### config.mk
export PLATFORM = sky130hd
export DESIGN_NAME = seq_divider
export DESIGN_NICKNAME = d
export VERILOG_FILES = /design/src/rtl/seq_divider.sv
export SDC_FILE = /design/constraint.sdc
export NUM_CORES = 1
export LEC_CHECK = 0
export CAP_MARGIN = 10
export CORE_MARGIN = 10
export CORE_UTILIZATION = 30
export CTS_CLUSTER_SIZE = 30
export DETAILED_ROUTE_END_ITERATION = 6
export PLACE_DENSITY = 0.52
export REMOVE_ABC_BUFFERS = 1
export SLEW_MARGIN = 30
export SYNTH_ARGS = -nofsm -noshare
export SYNTH_HDL_FRONTEND = slang
export SYNTH_SLANG_ARGS = --single-unit
### constraint.sdc
create_clock -name clk -period 5.5 [get_ports clk]
set_input_delay 1.1 -clock clk [delete_from_list [all_inputs] [get_ports clk]]
set_output_delay 1.1 -clock clk [all_outputs]
set_load 0.01 [all_outputs]
### src/rtl/seq_divider.sv
// ---------------------------------------------------------------------------
// seq_divider
//
// Unsigned restoring shift-subtract divider.
// - Produces one quotient bit per clock, MSB first.
// - A result takes DATA_WIDTH cycles in CALC plus one cycle in DONE.
// - A zero divisor skips CALC. It goes straight to DONE with the result
//   quotient = all ones, remainder = dividend, div_by_zero = 1.
//
// Ports
//   clk          in   clock, rising edge
//   rst_n        in   asynchronous active-low reset
//   start        in   division request, sampled only while ready=1
//   dividend     in   DATA_WIDTH  unsigned numerator, captured on accept
//   divisor      in   DATA_WIDTH  unsigned denominator, captured on accept
//   ready        out  high in IDLE only
//   done         out  one-cycle pulse while results are fresh
//   quotient     out  DATA_WIDTH  registered quotient, held until next DONE
//   remainder    out  DATA_WIDTH  registered remainder, held until next DONE
//   div_by_zero  out  registered flag for the last result
//
// State | meaning
// ------+---------------------------------------------------------------
// IDLE  | waiting for start; ready=1
// CALC  | one shift-subtract iteration per cycle, cnt_q counts down
// DONE  | results loaded on entry; done=1 for this single cycle
// ---------------------------------------------------------------------------
module seq_divider #(
    parameter int DATA_WIDTH = 8
) (
    input  logic                  clk,
    input  logic                  rst_n,
    input  logic                  start,
    input  logic [DATA_WIDTH-1:0] dividend,
    input  logic [DATA_WIDTH-1:0] divisor,
    output logic                  ready,
    output logic                  done,
    output logic [DATA_WIDTH-1:0] quotient,
    output logic [DATA_WIDTH-1:0] remainder,
    output logic                  div_by_zero
);

    localparam int DW    = DATA_WIDTH;
    localparam int CNT_W = $clog2(DATA_WIDTH + 1);

    typedef enum logic [1:0] {
        IDLE = 2'd0,
        CALC = 2'd1,
        DONE = 2'd2
    } state_t;

    state_t          state_q, state_d;
    logic [CNT_W-1:0] cnt_q,  cnt_d;
    logic [DW-1:0]   rem_q,  rem_d;    // partial remainder between iterations
    logic [DW-1:0]   dvd_q,  dvd_d;    // dividend bits shift out, quotient bits shift in
    logic [DW-1:0]   dvs_q,  dvs_d;
    logic [DW-1:0]   quo_q,  quo_d;
    logic [DW-1:0]   rmd_q,  rmd_d;
    logic            dbz_q,  dbz_d;

    logic [DW:0]     part;
    logic [DW:0]     diff;
    logic            qbit;
    logic [DW-1:0]   rem_step;
    logic [DW-1:0]   dvd_step;

    always_ff @(posedge clk or negedge rst_n) begin
        if (!rst_n) begin
            state_q <= IDLE;
            cnt_q   <= '0;
            rem_q   <= '0;
            dvd_q   <= '0;
            dvs_q   <= '0;
            quo_q   <= '0;
            rmd_q   <= '0;
            dbz_q   <= 1'b0;
        end else begin
            state_q <= state_d;
            cnt_q   <= cnt_d;
            rem_q   <= rem_d;
            dvd_q   <= dvd_d;
            dvs_q   <= dvs_d;
            quo_q   <= quo_d;
            rmd_q   <= rmd_d;
            dbz_q   <= dbz_d;
        end
    end

    // One iteration of the shift-subtract step. The result is only used in CALC.
    // - The remainder held in rem_q is always below the divisor.
    // - So part stays below 2*divisor, and part - divisor fits in DW bits
    //   whenever it does not borrow.
    // - Bit DW of the difference is therefore exactly the borrow flag.
    always_comb begin
        part     = {rem_q, dvd_q[DW-1]};
        diff     = part - {1'b0, dvs_q};
        qbit     = ~diff[DW];
        rem_step = qbit ? diff[DW-1:0] : part[DW-1:0];
        dvd_step = {dvd_q[DW-2:0], qbit};
    end

    always_comb begin
        state_d = state_q;
        cnt_d   = cnt_q;
        rem_d   = rem_q;
        dvd_d   = dvd_q;
        dvs_d   = dvs_q;
        quo_d   = quo_q;
        rmd_d   = rmd_q;
        dbz_d   = dbz_q;

        case (state_q)
            IDLE: begin
                if (start) begin
                    if (divisor == '0) begin
                        state_d = DONE;
                        quo_d   = '1;
                        rmd_d   = dividend;
                        dbz_d   = 1'b1;
                    end else begin
                        state_d = CALC;
                        dvd_d   = dividend;
                        dvs_d   = divisor;
                        rem_d   = '0;
                        cnt_d   = CNT_W'(DW);
                    end
                end
            end
            CALC: begin
                rem_d = rem_step;
                dvd_d = dvd_step;
                cnt_d = cnt_q - 1'b1;
                if (cnt_q == CNT_W'(1)) begin
                    state_d = DONE;
                    quo_d   = dvd_step;
                    rmd_d   = rem_step;
                    dbz_d   = 1'b0;
                end
            end
            DONE: begin
                state_d = IDLE;
            end
            default: begin
                state_d = IDLE;
            end
        endcase
    end

    assign ready       = (state_q == IDLE);
    assign done        = (state_q == DONE);
    assign quotient    = quo_q;
    assign remainder   = rmd_q;
    assign div_by_zero = dbz_q;

endmodule

**Word level (Yosys, flattened, before mapping)**

Cells that the tools add are included.

- Register bits: 47
- Bits of input ports: 19
- Output and inout port bits: 19
- Word-level logic and storage cells: 52

- Add/sub/neg operators: 2
- Equal/unequal tests: 7
- Muxes and demuxes: 26
- Bitwise gates (word level): 2
- Reductions and logical operators: 7

Operators by type and width:

| cell | count |
|---|---|
| $mux W8 | 11 |
| $pmux W8 S2 | 4 |
| $sub A9 B8 Y9 | 1 |
| $logic_not A8 Y1 | 1 |
| $mux W4 | 2 |
| $pmux W4 S2 | 1 |
| $mux W2 | 3 |
| $ne A2 B2 Y1 const B | 3 |
| $reduce_and A3 Y1 | 2 |
| $eq A4 B1 Y1 const B | 1 |
| $pmux W2 S2 | 1 |
| $reduce_and A4 Y1 | 1 |
| $sub A4 B1 Y4 const B | 1 |
| $mux W1 | 3 |
| $eq A2 B1 Y1 const B | 1 |
| $eq A2 B2 Y1 const B | 1 |
| $logic_not A2 Y1 | 1 |
| $ne A2 B1 Y1 const B | 1 |
| $not A1 Y1 | 2 |
| $pmux W1 S2 | 1 |
| $reduce_and A2 Y1 | 1 |
| $reduce_bool A2 Y1 | 1 |

**Logic depth before layout (Yosys ltp)**

- Word-level depth: 4
- Depth in mapped cells: 9
- Gate-level depth less buffers: 9

**Worst setup path before layout**

Ideal clock, no wire load.

- Kind: in2reg
- Start: input divisor[5]
- End: register quo_q[0] (netlist: quotient[0])
- Setup time: 0.082 ns
- Arrival time: 2.307 ns
- Required time: 5.418 ns
- Setup slack: 3.111 ns
- Stages: 6
- Cells stage by stage: nor4_1 > nand2_1 > a21boi_2 > buf_2 > nor2_1 > a31oi_1

- Cells in the longest elaborated chain, start to end: 3

Ends and longest elaborated chain:

| what | RTL line | text |
|---|---|---|
| from (decl) | 35 | `input logic [DATA_WIDTH-1:0] divisor,` |
| $logic_not A8 Y1 | 115 | `if (divisor == '0) begin` |
| $ne A2 B1 Y1 (no line) | - |  |
| $reduce_and A4 Y1 (no line) | - |  |
| to (signal assigned) | 83 | `quo_q <= quo_d;` |
| to (decl) | 57 | `logic [DW-1:0] quo_q, quo_d;` |

No other way between the ends.
A chain may end at the register's enable or synchronous reset.

**Worst setup path in the final report**

- Start: input divisor[5]
- End: register rmd_q[0] (netlist: remainder[0])

- Cells in the longest elaborated chain, start to end: 3

Ends and longest elaborated chain:

| what | RTL line | text |
|---|---|---|
| $logic_not A8 Y1 | 115 |  |
| $ne A2 B1 Y1 (no line) | - |  |
| $reduce_and A4 Y1 (no line) | - |  |
| to (signal assigned) | 84 | `rmd_q <= rmd_d;` |
| to (decl) | 58 | `logic [DW-1:0] rmd_q, rmd_d;` |

No other way between the ends.

==> results by group <==
Placement
  – GP Congestion: about 0.77
  – HPWL Detailed: 4972 um
  – Placed instance area: 3074 sq um
  – Dpl ws: 2.074 ns
  – Port bufs: 37

Yosys
  – Fraction of registers with async set/reset: 1.000
  – Top cells by area, synth: dfrtp_1, nand2_1, nor2_1
  – Main combinational cell family by area after synthesis: compound AO/OA/AOI/OAI gates
  – Post-synthesis cell type count: 50
  – Post-Syn Area per Cell: 8.771 sq um
  – Post-synth top area share: 0.4545
  – Synth warn: 0
  – Sequential share of the synthesized area: 0.4545
  – Post-synthesis register bit count: 47
  – Xor and xnor area share after synthesis: 0.01354
  – Post-synthesis mux area share: 0.004352
  – Cell Area, Synth: around 2600 sq um
  – Primary FF master, synth: dfrtp_1
  – Adder-cell area share of the yosys netlist: 0.05609
  – Simple-Gate Fraction of Synth Area: 0.2108
  – Post-synth EDFFs: 0
  – Syn Inst Count: about 300
  – Area leader, netlist: dfrtp_1
  – Synth Area in Compound Gates: 0.2166

Detailed routing
  – Vias/cell: around 5.0
  – Final wirelength: between 6000 and 7000 um
  – DRT Pass-1 Iters: 4
  – DR WL/cell: 15.46 um
  – Drt drc: 0
  – Post-route ant nets: 0
  – DR vias: approximately 2200
  – Initial DRC Count: 87

Clock tree
  – TritonCTS buffer count: 5
  – H-tree levels: 2
  – CTS Hold Buffers Added: 0
  – Setup bufs post-CTS: 0
  – Sinks on the clock net: 47
  – Worst-path clk slew: 0.09 ns
  – Clock latency on the worst-skew pair: 0.30 ns
  – CTS tree: done
  – Post-CTS sizing: 0
  – Clock Root Buffer: clkbuf_8
  – Clk buf depth: 2

Global route
  – First-pass GRT wire length: approximately 11000 um
  – Vias in the first global route: 2167
  – Antenna violations before repair: 0
  – Largest net degree at the start of global routing: 48
  – Grt ovf: 0
  – GRT Overall Usage: 0.1032

Finish
  – Design area: 3187 sq um
  – Ratio of cells with drive above 1 in the final layout: 0.07530
  – # diodes: 0
  – Fin util: 0.3840
  – Area delta synth->final: 23.16%
  – Nets@finish: approximately 360
  – Fill count: 835

Timing
  – Final period utilization: 0.5575
  – Setup WS post-layout: 2.434 ns
  – Slew HR: 0.4956
  – Total negative setup slack: 0 ns
  – Layout Skew: between 0.01 and 0.015 ns
  – Worst Max-Slew Pin Slew: 0.7558 ns
  – RSZ-0062 raised after global routing: no
  – Period minus WS final: between 3 and 4 ns
  – Slew Limit Fails: 0
  – Setup violations, final: 0
  – Fmax: 326.1 MHz
  – Hold Vio Cnt, Final: 0

Floorplanning
  – Total core area: 8299 sq um
  – Die width: 112.9 um
  – Die ar.: 12740 sq um
  – Die span in y: around 110 um
  – Initial Util: 0.3118
  – Row cnt: 33
  – IO Count: 38

Critical path
  – CP Capture Type: register
  – CP required: roughly 5.7 ns
  – Data arrival time of the worst path: around 3.3 ns
  – Crit Path Max Fanout: 26
  – Worst path max stage delay: 0.64 ns
  – Critical path launch point type: input port
  – CP cell instances: clkdlybuf4s50_1, nor4_1, nand2_1, a21boi_4, o32a_1
  – Crit path kind: in -> reg
  – Crit-path slowest cell: a21boi_4

Hold path
  – Worst min-delay path category: reg -> reg

Outcome
  – Status: completed

Power
  – Maximum VDD drop: about 0.23 mV
  – Total power: between 2000 and 2500 uW
  – Lkg Pwr: 0.001382 uW
  – Pwr Density: 675.3 nW/um^2

Job
  – Max-cap violations: 0
final cells by class:
type | count | area (sq um) | area share
Multi-Input combinational cell | 219 | 1308 | 0.4103
Sequential cell | 47 | 1176 | 0.3691
Timing Repair Buffer | 41 | 395.4 | 0.1241
Tap cell | 105 | 131.4 | 0.04122
Clock buffer | 5 | 68.82 | 0.02159
Inverter | 17 | 63.81 | 0.02002
Clock inverter | 3 | 43.79 | 0.01374
worst paths after layout:
kind,startpoint,to,slack (ns),cells after the start
hold reg to reg,rem_q[2],rem_q[2],0.52,2
hold / removal,rem_q[2],rem_q[2],0.52,2
setup / recovery,divisor[5],remainder[0],2.43,5
max in group asynchronous,rst_n,rem_q[7],4.20,2
setup reg to reg,dvd_q[7],remainder[5],2.58,9
min in group asynchronous,rst_n,dvs_q[3],0.88,2
through the flow:
stage	hold WS, ns	std cells
after floorplan	0.4663	283
after global placement	0.4940	429
after detailed placement	0.5015	429
after CTS	0.5253	437
after global routing	0.5517	437
final	0.5208	437
routing by layer:
layer | track usage | part of all wire | wire length (um) | up-vias
li1 | - | - | - | 1103
met1 | 0.1418 | 0.50 | 3384 | 1002
met2 | 0.1555 | 0.44 | 2996 | 55
met3 | 0.02905 | 0.050 | 338 | 4
met4 | 0.02369 | 0.0056 | 38 | 0
met5 | 0 | 0 | 0 | -
cells in the mapped netlist (3+ instances only):
cell        n
nor3b_1     3
xor2_1      3
nor2_1     38
a21oi_1    17
a21o_1      4
nand2_1    55
buf_2       3
inv_1      17
clkbuf_1    7
o21ai_0    19
nand3_1     4
dfrtp_1    47
ha_1       10
nor2b_1     3
a2bb2oi_1   5
nand2b_1    3
nor3_1      4
a31oi_1    14
worst max-delay path, delay by kind of cell:
family / cells / cell delay (ns)
compound gates: 2 / 0.92
buf+inv: 1 / 0.42
simple gates: 2 / 0.85
registers in the layout, indices dropped and copies added, names as in the netlist:
register	cells
cnt_q	4
div_by_zero	1
dvd_q	8
dvs_q	8
quotient	8
rem_q	8
remainder	8
state_q	2
cells by family after synthesis:
logic type / Yosys count
AND/OR/NAND/NOR: 122
AO/OA/AOI/OAI: 81
buffers and inverters: 29
multiplexers: 1
adder cells (fa/ha/maj): 11
XOR/XNOR: 4
flip-flops: 47
placed cells by master, fill, tap and decap left out, types with 4 or more instances in the layout:
cell and n:
nand2_1 55, dfrtp_1 47, nor2_1 37, clkdlybuf4s50_1 36, o21ai_0 19, inv_1 17, a21oi_1 17, a31oi_1 14
ha_1 10, a2bb2oi_1 5, clkbuf_8 5, a21o_1 4, nand3_1 4, nor3_1 4, buf_4 4
report_power, final:
group | total [uW] | switching [uW] | internal, uW
Clock | 259 | 124 | 136
Combinational | 1260 | 713 | 544
Sequential | 635 | 125 | 510
Total | 2150 | 962 | 1190
No activity file was read; power rests on OpenSTA's default activity.
